<file path="src/rtl/alu_pkg.sv">
// rtl/alu_pkg.sv - ALU opcodes, BIST op table, corner operands, polynomials and FSM states
package alu_pkg;

  // ALU operation codes, shared with the ALU datapath
  localparam logic [3:0] ALU_ADD  = 4'b0000;
  localparam logic [3:0] ALU_SLL  = 4'b0001;
  localparam logic [3:0] ALU_SLT  = 4'b0010;
  localparam logic [3:0] ALU_SLTU = 4'b0011;
  localparam logic [3:0] ALU_XOR  = 4'b0100;
  localparam logic [3:0] ALU_SRL  = 4'b0101;
  localparam logic [3:0] ALU_OR   = 4'b0110;
  localparam logic [3:0] ALU_AND  = 4'b0111;
  localparam logic [3:0] ALU_SUB  = 4'b1000;
  localparam logic [3:0] ALU_SRA  = 4'b1101;

  // Number of operations swept and number of fixed corner vectors per operation
  localparam int N_OPS     = 10;
  localparam int N_CORNERS = 4;

  // Galois LFSR feedback polynomial (shift right, xor when bit 0 falls out)
  localparam logic [31:0] LFSR_POLY = 32'h8020_0003;

  // MISR feedback taps: bits 31, 21, 1 and 0 feed the new LSB
  localparam logic [31:0] MISR_TAPS = 32'h8020_0003;

  typedef enum logic [2:0] {
    ST_IDLE,
    ST_SEED,
    ST_RUN,
    ST_CHECK,
    ST_DONE
  } bist_state_t;

  // Sweep order of the operations under test
  function automatic logic [3:0] op_table(input logic [3:0] idx);
    case (idx)
      4'd0:    op_table = ALU_ADD;
      4'd1:    op_table = ALU_SLL;
      4'd2:    op_table = ALU_SLT;
      4'd3:    op_table = ALU_SLTU;
      4'd4:    op_table = ALU_XOR;
      4'd5:    op_table = ALU_SRL;
      4'd6:    op_table = ALU_OR;
      4'd7:    op_table = ALU_AND;
      4'd8:    op_table = ALU_SUB;
      4'd9:    op_table = ALU_SRA;
      default: op_table = ALU_ADD;
    endcase
  endfunction

  // Corner operand A: zero, all-ones, min signed, max signed
  function automatic logic [31:0] corner_a(input logic [1:0] idx);
    case (idx)
      2'd0:    corner_a = 32'h0000_0000;
      2'd1:    corner_a = 32'hFFFF_FFFF;
      2'd2:    corner_a = 32'h8000_0000;
      default: corner_a = 32'h7FFF_FFFF;
    endcase
  endfunction

  // Corner operand B: zero, one, max shift amount, min signed
  function automatic logic [31:0] corner_b(input logic [1:0] idx);
    case (idx)
      2'd0:    corner_b = 32'h0000_0000;
      2'd1:    corner_b = 32'h0000_0001;
      2'd2:    corner_b = 32'h0000_001F;
      default: corner_b = 32'h8000_0000;
    endcase
  endfunction

  // One MISR compaction step: rotate-with-feedback, then fold in the ALU result
  function automatic logic [31:0] misr_step(input logic [31:0] m, input logic [31:0] d);
    return {m[30:0], ^(m & MISR_TAPS)} ^ d;
  endfunction

endpackage

</file>
<file path="src/rtl/alu_bist_if.sv">
// rtl/alu_bist_if.sv - operand/opcode/result bus between the BIST sequencer and the ALU
interface alu_bist_if;
  logic [31:0] a_out;
  logic [31:0] b_out;
  logic [3:0]  aluOp_out;
  logic [31:0] result_in;

  // The sequencer drives operands and opcode and observes the result
  modport master (
    output a_out,
    output b_out,
    output aluOp_out,
    input  result_in
  );

  // The ALU side consumes operands and opcode and returns the result
  modport slave (
    input  a_out,
    input  b_out,
    input  aluOp_out,
    output result_in
  );
endinterface

</file>
<file path="src/rtl/lfsr32.sv">
// rtl/lfsr32.sv - 32-bit Galois LFSR with seed load and advance enable
module lfsr32 import alu_pkg::*; #(
  parameter logic [31:0] POLY = LFSR_POLY
) (
  input  logic        clk,
  input  logic        rst,
  input  logic        load,
  input  logic [31:0] seed,
  input  logic        adv,
  output logic [31:0] next_value
);

  logic [31:0] lfsr_q;

  // The advanced value is exposed so the consumer can use it on the same edge as the advance
  assign next_value = {1'b0, lfsr_q[31:1]} ^ (lfsr_q[0] ? POLY : 32'h0000_0000);

  // Seed load has priority over advance; reset clears the register
  always_ff @(posedge clk) begin
    if (rst) begin
      lfsr_q <= '0;
    end else if (load) begin
      lfsr_q <= seed;
    end else if (adv) begin
      lfsr_q <= next_value;
    end
  end

endmodule

</file>
<file path="src/rtl/alu_bist.sv">
// rtl/alu_bist.sv - ALU built-in self-test sequencer with MISR signature compaction
module alu_bist import alu_pkg::*; #(
  parameter int          N_VECTORS  = 64,
  parameter logic [31:0] SEED_A     = 32'hACE1_2345,
  parameter logic [31:0] SEED_B     = 32'h1357_9BDF,
  parameter logic [31:0] GOLDEN_SIG = 32'h0000_0000
) (
  input  logic             clk,
  input  logic             rst,
  input  logic             start,
  alu_bist_if.master       alu,
  output logic             busy,
  output logic             done,
  output logic             pass,
  output logic [31:0]      signature
);

  localparam logic [15:0] LAST_VEC = 16'(N_VECTORS - 1);
  localparam logic [3:0]  LAST_OP  = 4'(N_OPS - 1);

  bist_state_t state;
  logic [31:0] misr;
  logic [15:0] vec_idx;
  logic [3:0]  op_idx;

  logic        lfsr_load;
  logic        lfsr_adv;
  logic [31:0] lfsr_a_next;
  logic [31:0] lfsr_b_next;

  logic        last_vec;
  logic        last_op;
  logic [15:0] nxt_vec;
  logic [3:0]  nxt_op;
  logic [31:0] nxt_a;
  logic [31:0] nxt_b;
  logic [3:0]  nxt_opcode;
  logic [31:0] misr_nxt;

  // Both generators are seeded together and advance on every RUN edge, never reseeded mid-run
  assign lfsr_load = (state == ST_SEED);
  assign lfsr_adv  = (state == ST_RUN);

  lfsr32 #(.POLY(LFSR_POLY)) u_lfsr_a (
    .clk        (clk),
    .rst        (rst),
    .load       (lfsr_load),
    .seed       (SEED_A),
    .adv        (lfsr_adv),
    .next_value (lfsr_a_next)
  );

  lfsr32 #(.POLY(LFSR_POLY)) u_lfsr_b (
    .clk        (clk),
    .rst        (rst),
    .load       (lfsr_load),
    .seed       (SEED_B),
    .adv        (lfsr_adv),
    .next_value (lfsr_b_next)
  );

  assign misr_nxt  = misr_step(misr, alu.result_in);
  assign signature = misr;

  // Next vector: the first few indices of each op are fixed corners, the rest come from
  // the LFSRs as they stand after this edge's advance
  always_comb begin
    last_vec   = (vec_idx == LAST_VEC);
    last_op    = (op_idx == LAST_OP);
    nxt_vec    = last_vec ? 16'd0 : vec_idx + 16'd1;
    nxt_op     = last_vec ? op_idx + 4'd1 : op_idx;
    nxt_a      = lfsr_a_next;
    nxt_b      = lfsr_b_next;
    if (nxt_vec < 16'(N_CORNERS)) begin
      nxt_a = corner_a(nxt_vec[1:0]);
      nxt_b = corner_b(nxt_vec[1:0]);
    end
    nxt_opcode = op_table(nxt_op);
  end

  // Sequencer FSM with registered ALU drive and status outputs
  always_ff @(posedge clk) begin
    if (rst) begin
      state         <= ST_IDLE;
      misr          <= '0;
      vec_idx       <= '0;
      op_idx        <= '0;
      alu.a_out     <= '0;
      alu.b_out     <= '0;
      alu.aluOp_out <= '0;
      busy          <= 1'b0;
      done          <= 1'b0;
      pass          <= 1'b0;
    end else begin
      case (state)
        ST_IDLE: begin
          if (start) begin
            state <= ST_SEED;
            busy  <= 1'b1;
          end
        end

        ST_SEED: begin
          misr          <= '0;
          vec_idx       <= '0;
          op_idx        <= '0;
          alu.a_out     <= corner_a(2'd0);
          alu.b_out     <= corner_b(2'd0);
          alu.aluOp_out <= op_table(4'd0);
          state         <= ST_RUN;
        end

        ST_RUN: begin
          misr    <= misr_nxt;
          vec_idx <= nxt_vec;
          op_idx  <= nxt_op;
          if (last_vec && last_op) begin
            // Final vector absorbed; park the ALU inputs while the signature is judged
            alu.a_out     <= '0;
            alu.b_out     <= '0;
            alu.aluOp_out <= '0;
            state         <= ST_CHECK;
          end else begin
            alu.a_out     <= nxt_a;
            alu.b_out     <= nxt_b;
            alu.aluOp_out <= nxt_opcode;
          end
        end

        ST_CHECK: begin
          alu.a_out     <= '0;
          alu.b_out     <= '0;
          alu.aluOp_out <= '0;
          pass          <= (misr == GOLDEN_SIG);
          busy          <= 1'b0;
          done          <= 1'b1;
          state         <= ST_DONE;
        end

        ST_DONE: begin
          if (start) begin
            done  <= 1'b0;
            pass  <= 1'b0;
            busy  <= 1'b1;
            state <= ST_SEED;
          end
        end

        default: begin
          state <= ST_IDLE;
          busy  <= 1'b0;
          done  <= 1'b0;
          pass  <= 1'b0;
        end
      endcase
    end
  end

endmodule

</file>
<file path="src/flat_wrapper.sv">
// flat-port wrapper written by rule: the top's interface ports become plain ports
module alu_bist_flat import alu_pkg::*;
#(
  parameter int          N_VECTORS  = 64,
  parameter logic [31:0] SEED_A     = 32'hACE1_2345,
  parameter logic [31:0] SEED_B     = 32'h1357_9BDF,
  parameter logic [31:0] GOLDEN_SIG = 32'h0000_0000
)
  (clk, rst, start, busy, done, pass, signature, alu_a_out, alu_b_out, alu_aluOp_out, alu_result_in);
  alu_bist_if alu_i ();
  input  logic clk;
  input  logic rst;
  input  logic start;
  output logic busy;
  output logic done;
  output logic pass;
  output logic [31:0] signature;
  output wire logic [$bits(alu_i.a_out)-1:0] alu_a_out;
  output wire logic [$bits(alu_i.b_out)-1:0] alu_b_out;
  output wire logic [$bits(alu_i.aluOp_out)-1:0] alu_aluOp_out;
  input wire logic [$bits(alu_i.result_in)-1:0] alu_result_in;
  assign alu_a_out = alu_i.a_out;
  assign alu_b_out = alu_i.b_out;
  assign alu_aluOp_out = alu_i.aluOp_out;
  assign alu_i.result_in = alu_result_in;
  alu_bist #(.N_VECTORS(N_VECTORS), .SEED_A(SEED_A), .SEED_B(SEED_B), .GOLDEN_SIG(GOLDEN_SIG)) u_core (.clk(clk), .rst(rst), .start(start), .alu(alu_i), .busy(busy), .done(done), .pass(pass), .signature(signature));
endmodule
</file>
<file path="config.mk">
export PLATFORM = sky130hd
export DESIGN_NAME = alu_bist_flat
export DESIGN_NICKNAME = d
export VERILOG_FILES = /design/src/rtl/alu_pkg.sv /design/src/rtl/alu_bist_if.sv /design/src/rtl/lfsr32.sv /design/src/rtl/alu_bist.sv /design/src/flat_wrapper.sv
export SDC_FILE = /design/constraint.sdc
export NUM_CORES = 1
export LEC_CHECK = 0
export ABC_CLOCK_PERIOD_IN_PS = 2800
export BUFFER_PORTS_ARGS = -buffer_cell sky130_fd_sc_hd__buf_2
export CAP_MARGIN = 5
export CORE_MARGIN = 10
export CORE_UTILIZATION = 45
export CTS_BUF_LIST = sky130_fd_sc_hd__clkbuf_8
export DETAILED_ROUTE_END_ITERATION = 6
export HOLD_SLACK_MARGIN = 0.08
export MAX_ROUTING_LAYER = met4
export PLACE_DENSITY = 0.69
export SETUP_SLACK_MARGIN = 0.1
export SLEW_MARGIN = 20
export SYNTH_ARGS = -nofsm -noshare
export SYNTH_HDL_FRONTEND = slang
export SYNTH_SLANG_ARGS = --single-unit
</file>
<file path="constraint.sdc">
create_clock -name clk -period 2.8 [get_ports clk]
set_input_delay 0.14 -clock clk [delete_from_list [all_inputs] [get_ports clk]]
set_output_delay 0.14 -clock clk [all_outputs]
set_load 0.05 [all_outputs]
</file>
==> impl_metrics.ini, run 1 <==
[die]
io_pins = 138
die_area_um2 = 23500
die_y_um = 153
start_util_pct = 46.1
fp-row-count = 48
chipWidth_um = 153
core_area_um2 = 17400

[sta]
relSlewSlack_pct = 28.2
setup_viol = 0
hold_viol_final = 0
post-route-period-util_pct = 91.5
tns_ns = 0
layout_min_cycle_time_ns = 2.56
fmax_mhz = 390
fin_skew_ns = 0.00997
worstMarginPinSlew_ns = 1.07
finalMaxSlewViolations = 0
rsz0062_at_grt = false

[detailed_routing]
routed-via-count = 7151
detail-route-antenna-nets = 0
avgViaCountPerCell = 5.56
firstDrtPassIters = 5
drc_errors = 0
routedWlPerCell_um = 17.0
wirelength_um = 21800
drt-initial-drc-count = 538

[synth]
syn_area_per_cell_um2 = 8.86
ys_warn_count = 0
ys_seq_area_share_pct = 47.6
synth-edff-count = 0
synthCells = 903
synth_nets = 944
synth.distinct_cells = 52
synth_seq_cells = 190
synth_ff_type = dfxtp_1
synthesis.area_um2 = 8000
async_flop_share_pct = 0

[layout]
final_nets = 1090
final_util_pct = 56.7
final_cell_area_um2 = 9840
drive_above_1_share_pct = 24.6
diodes = 0
syn_to_final_growth_pct = 23.0

[setup_path]
worstReg2RegEnd = u_core.alu.b_out[3]
path_class = flop to flop
endpoint_kind = flop
reg2reg_slack_ns = 0.24
start_kind = flop
required_ns = 3.15
cp.arrival_ns = 2.91
crit_fanout = 6
r2r_start = u_core.vec_idx[1]
reg2reg_depth = 8

[placed_design]
postPlaceCellArea_um2 = 8980
gp_congestion = 0.795
io_buffers = 137
dpl.hpwl_um = 13600

[power]
peakVddDrop_uv = 422
p_leak_nw = 3.96
fin_total_pwr_mw = 7.06
powerDensity_nw_per_um2 = 717

[clock_network]
root_buffer = clkbuf_8
clock_latency_ns = 0.47
cts_buffers = 17
cts_tree = done
htree_levels = 4
clockBufferDepth = 2
clkTransAtPathRegs_ns = 0.10
cts_sinks = 190

[grt]
grt_max_degree = 149
met3_usage_pct = 3.73
grt_usage_pct = 18.2
top_usage_layer = met2
grt-ovfl-total = 0
grt_pass1_vias = 6688
grt_pass1_wl_um = 35200
antenna_found_initial = 0
use_met2_pct = 27.6
met1_usage_pct = 23.4

[worst_hold_path]
hold_path_end = u_core.alu.a_out[0]
hp-start = rst
min-delay-path-class = primary input to flop
holdPathStages = 4

[flow_run]
drv_cap = 0

[outcome]
status = finished, final reports clean
## sequential cells by signal (all words and copies together), names as in the netlist
signal                  count
u_core.alu.a_out           32
u_core.alu.aluOp_out        4
u_core.alu.b_out           32
u_core.busy                 1
u_core.done                 1
u_core.op_idx               4
u_core.pass                 1
u_core.signature           32
u_core.state                3
u_core.u_lfsr_a.lfsr_q     32
u_core.u_lfsr_b.lfsr_q     32
u_core.vec_idx             16
## metrics by stage
step	hold slack (ns)	std cells	worst slack [ns]
3_5_place_dp	0.421	1220	0.0325
6_report	0.123	1287	0.238
3_3_place_gp	0.420	1220	0.0197
2_1_floorplan	0.280	903	0.109
5_1_grt	0.128	1287	0.103
4_1_cts	0.105	1285	0.171
## critical path: stages, from the launching register on
cell and delay [ns]:
dfxtp_1 0.35, ha_2 0.21, nand3_2 0.17, nor2_4 0.16, and3_1 0.21, a31oi_1 0.12, or4_4 0.63, and3_1 0.29
a221o_1 0.31
## cells by family (layout without fill, tap and decap cells)
kind of cell    after synthesis  in the layout  synth area share, %
mux                           2              2                0.250
buf+inv                      91            250                 4.97
compound gates              269            269                 24.7
xor+xnor                     48             48                 5.26
simple gates                297            297                 16.3
fa+ha+maj                     6              6                0.939
flops                       190            190                 47.6
## worst max path at each step
stage                           end               from  cells past startpoint  slack (ns)
4_1_cts         u_core.alu.a_out[1]  u_core.vec_idx[1]                      9        0.17
5_1_grt        u_core.alu.a_out[25]  u_core.vec_idx[1]                      8        0.10
3_3_place_gp    u_core.alu.a_out[1]  u_core.vec_idx[1]                      9        0.02
2_1_floorplan   u_core.alu.b_out[0]  u_core.vec_idx[0]                     10        0.11
6_report        u_core.alu.b_out[3]  u_core.vec_idx[1]                      8        0.24
3_5_place_dp    u_core.alu.a_out[1]  u_core.vec_idx[7]                      8        0.03
## report_power, final
| part | total, mW | switching, mW | internal, mW |
|---|---|---|---|
| registers | 3.19 | 0.236 | 2.95 |
| logic | 1.79 | 1.21 | 0.575 |
| clock network | 2.09 | 0.996 | 1.09 |
## synthesized netlist by cell type (3+ instances only)
master,n,area (µm²)
nor3_1,9,45.0
a32oi_1,26,228
buf_2,6,30.0
xor2_1,40,350
nand3_1,7,35.0
a221o_1,6,60.1
o21ai_0,23,115
buf_1,3,11.3
nand2b_1,3,18.8
inv_1,9,33.8
dfxtp_1,190,3800
and4_1,3,26.3
a311oi_1,6,52.6
clkbuf_1,64,240
o31ai_1,3,22.5
buf_6,4,45.0
ha_1,6,75.1
a221oi_2,29,435
a21oi_1,87,435
buf_4,5,37.5
a31oi_1,8,50.1
o22ai_1,32,200
nand4_1,6,37.5
a211oi_1,6,45.0
nand2_1,111,417
nor2_1,120,450
and2_1,4,25.0
a22oi_1,35,263
and3_1,8,50.1
nor4_1,9,56.3
xnor2_1,8,70.1
## layout make-up
| type | instances | area, µm² |
|---|---|---|
| multi-input combinational | 622 | 3860 |
| clock inverter | 14 | 216 |
| fill | 1511 | 7520 |
| inverter | 9 | 33.8 |
| timing repair buffer | 209 | 1380 |
| sequential | 190 | 3810 |
| tap | 225 | 282 |
| clock buffer | 18 | 248 |
## placed cells by master (no fill, tap or decap), types with 32 or more instances in the layout
master,n
a21oi_1,86
a22oi_1,35
buf_2,136
buf_4,36
dfxtp_1,184
dlygate4sd3_1,32
nand2_1,110
nor2_1,120
o22ai_1,32
xor2_1,40
## routing by layer
metal | share of wire (%) | vias up | wire [µm]
met4 | 2.0 | 0 | 429
li1 | - | 3548 | -
met1 | 47 | 3402 | 10300
met3 | 4.8 | 23 | 1050
met2 | 46 | 178 | 10100
met5 | 0 | - | 0
## timing repair
action | 4_1_cts | 5_1_grt
setup buffers | 0 | 2
pin swaps | 0 | 2
cloned | 1 | 0
gates resized for setup | 1 | 9
hold buffers | 32 | 0
hold endpoints to repair | 35 | 0
endpoints found under the setup margin | 62 | 48
No activity file was read; power rests on OpenSTA's default activity.
==> inputs of run 2 (changes only) <==
- PLACE_DENSITY: 0.69 -> unset
- PLACE_DENSITY_LB_ADDON: unset -> 0.25
==> run 2 against run 1 <==
  * Wire length shrank 1.8%
  * Non-clock buffer count rose by 2
  * Sequential power about the same
  * Maximum frequency increased by 0.39%
  * Clock power is 12% lower
  * Global-route usage decreased by 0.16 points
  * Combinational power about the same
  * Utilization down 0.53 points
  * Critical path depth is 1 higher
  * Clock skew grew 0.0020 ns
  * Sequential share of layout area is 0.29 points higher
  * Power shrank 3.5%
==> impl_metrics.ini, run 2 (synthesis gave the netlist of run 1 again) <==
[clock_network]
cts_sinks = 190
htree_levels = 4
clockBufferDepth = 2
cts_buffers = 17
clock_latency_ns = 0.45
root_buffer = clkbuf_8
cts_tree = done
clkTransAtPathRegs_ns = 0.08

[grt]
grt_usage_pct = 18.0
grt-ovfl-total = 0
antenna_found_initial = 1
grt_pass1_vias = 6792
grt_max_degree = 149
grt_pass1_wl_um = 35100

[placed_design]
dpl.hpwl_um = 13600
io_buffers = 137
gp_congestion = 0.858
place_ws_ns = 0.0569

[sta]
post-route-period-util_pct = 91.1
worstMarginPinSlew_ns = 0.733
fin_skew_ns = 0.0119
finalMaxSlewViolations = 0
rsz0062_at_grt = true
tns_ns = 0
fmax_mhz = 392
hold_viol_final = 0
layout_min_cycle_time_ns = 2.55
setup_viol = 0
relSlewSlack_pct = 51.1
fin_ws_ns = 0.248
whs_ns = 0.120

[power]
p_sw_mw = 2.39
internal-power_mw = 4.43
peakVddDrop_uv = 535
p_comb_share_pct = 26.3
pwr-share-seq_pct = 46.9
switching_share_pct = 35.0
clockPowerShare_pct = 26.8
p_leak_nw = 3.93
powerDensity_nw_per_um2 = 699

[die]
core_area_um2 = 17400
chipWidth_um = 153
io_pins = 138
die_y_um = 153
start_util_pct = 46.1
fp-row-count = 48
die_area_um2 = 23500

[layout]
syn_to_final_growth_pct = 21.9
mostFrequentLayoutCell = dfxtp_1
final_cell_mix = 190 x dfxtp_1, 136 x buf_2, 120 x nor2_1
drive_above_1_share_pct = 23.9
final_nets = 1092

[setup_path]
worst_path_most_repeated_cell = and3_1
cpLargestDelayFamily = simple AND/OR/NAND/NOR gates
start_kind = flop
endpoint_kind = flop
cp_slowest_cell = or4_4
path_class = flop to flop
path_buf_inv = 1
required_ns = 3.14
cp.arrival_ns = 2.89
path_cells = ha_2 -> nand3_2 -> buf_4 -> nor2_4 -> and3_1 -> a31oi_1 -> or4_4 -> and3_1 -> a221o_1
crit_fanout = 6
critPathMaxStageDelay_ns = 0.60
reg2reg_slack_ns = 0.25

[detailed_routing]
routedWlPerCell_um = 16.6
wirelength_um = 21400
drt-initial-drc-count = 409
routed-via-count = 7200
avgViaCountPerCell = 5.59
firstDrtPassIters = 5
detail-route-antenna-nets = 0
drc_errors = 0

[worst_hold_path]
min-delay-path-class = primary input to flop

[flow_run]
drv_cap = 0

[outcome]
status = finished, final reports clean
## run 2: cell types whose count changed in the layout (fill, tap and decap cells not counted), moves of 2 or more
| cell | before | now |
|---|---|---|
| inv_1 | 10 | 12 |
| dfxtp_2 | 6 | 0 |
| buf_4 | 36 | 39 |
| clkinv_4 | 3 | 1 |
| dfxtp_1 | 184 | 190 |
| bufinv_16 | 5 | 3 |
## run 2: stage by stage
stage / instances / util, % / power (mW) / instance area (µm²)
2_1_floorplan: 903 / - / 4.52 / 8010
3_3_place_gp: 1226 / 52.0 / 4.98 / 9030
3_5_place_dp: 1226 / 52.0 / 5.01 / 9030
4_1_cts: 1288 / 56.1 / 6.86 / 9740
5_1_grt: 1289 / 56.2 / 7.16 / 9750
6_report: 1289 / 56.2 / 6.81 / 9750
## run 2: power groups by stage
stage          Combinational [mW]  Clock (mW)  Sequential, mW
2_1_floorplan               0.971           0            3.55
4_1_cts                      1.79        1.87            3.19
3_3_place_gp                 1.72           0            3.25
5_1_grt                      1.95        1.98            3.23
6_report                     1.79        1.83            3.20
3_5_place_dp                 1.75           0            3.26
## run 2: path summary, 6_finish.rpt
path                           start                 endpoint  depth (start not counted)
max reg2reg        u_core.vec_idx[0]      u_core.alu.b_out[4]                          9
min                 alu_result_in[9]      u_core.signature[9]                          4
max                u_core.vec_idx[0]      u_core.alu.b_out[4]                          9
min reg2reg  u_core.alu.aluOp_out[0]  u_core.alu.aluOp_out[0]                          2
## run 2: timing repair
| action | 4_1_cts | 5_1_grt |
|---|---|---|
| hold buffers | 31 | 0 |
| resized for setup | 2 | 1 |
| setup endpoints to repair | 21 | 3 |
| endpoints found under the hold margin | 34 | 0 |
| buffers inserted | 0 | 0 |
## run 2: routing by layer
metal,wire length (µm),vias up,track usage [%]
met3,863,17,3.76
met2,10200,156,27.7
met5,0,-,-
met1,10100,3474,23.4
li1,-,3553,-
met4,246,0,5.09
## run 2: worst register-to-register path, stage by stage (launching register included)
cell,delay [ns]
dfxtp_1,0.35
ha_2,0.21
nand3_2,0.08
buf_4,0.17
nor2_4,0.15
and3_1,0.19
a31oi_1,0.10
or4_4,0.61
and3_1,0.28
a221o_1,0.31
## run 2: layout make-up
type,instances,area [µm²]
inverter,9,33.8
sequential,190,3800
antenna,1,2.50
clock inverter,13,149
timing repair buffer,211,1380
fill,1555,7610
multi-input combinational,622,3850
tap,225,282
clock buffer,18,248
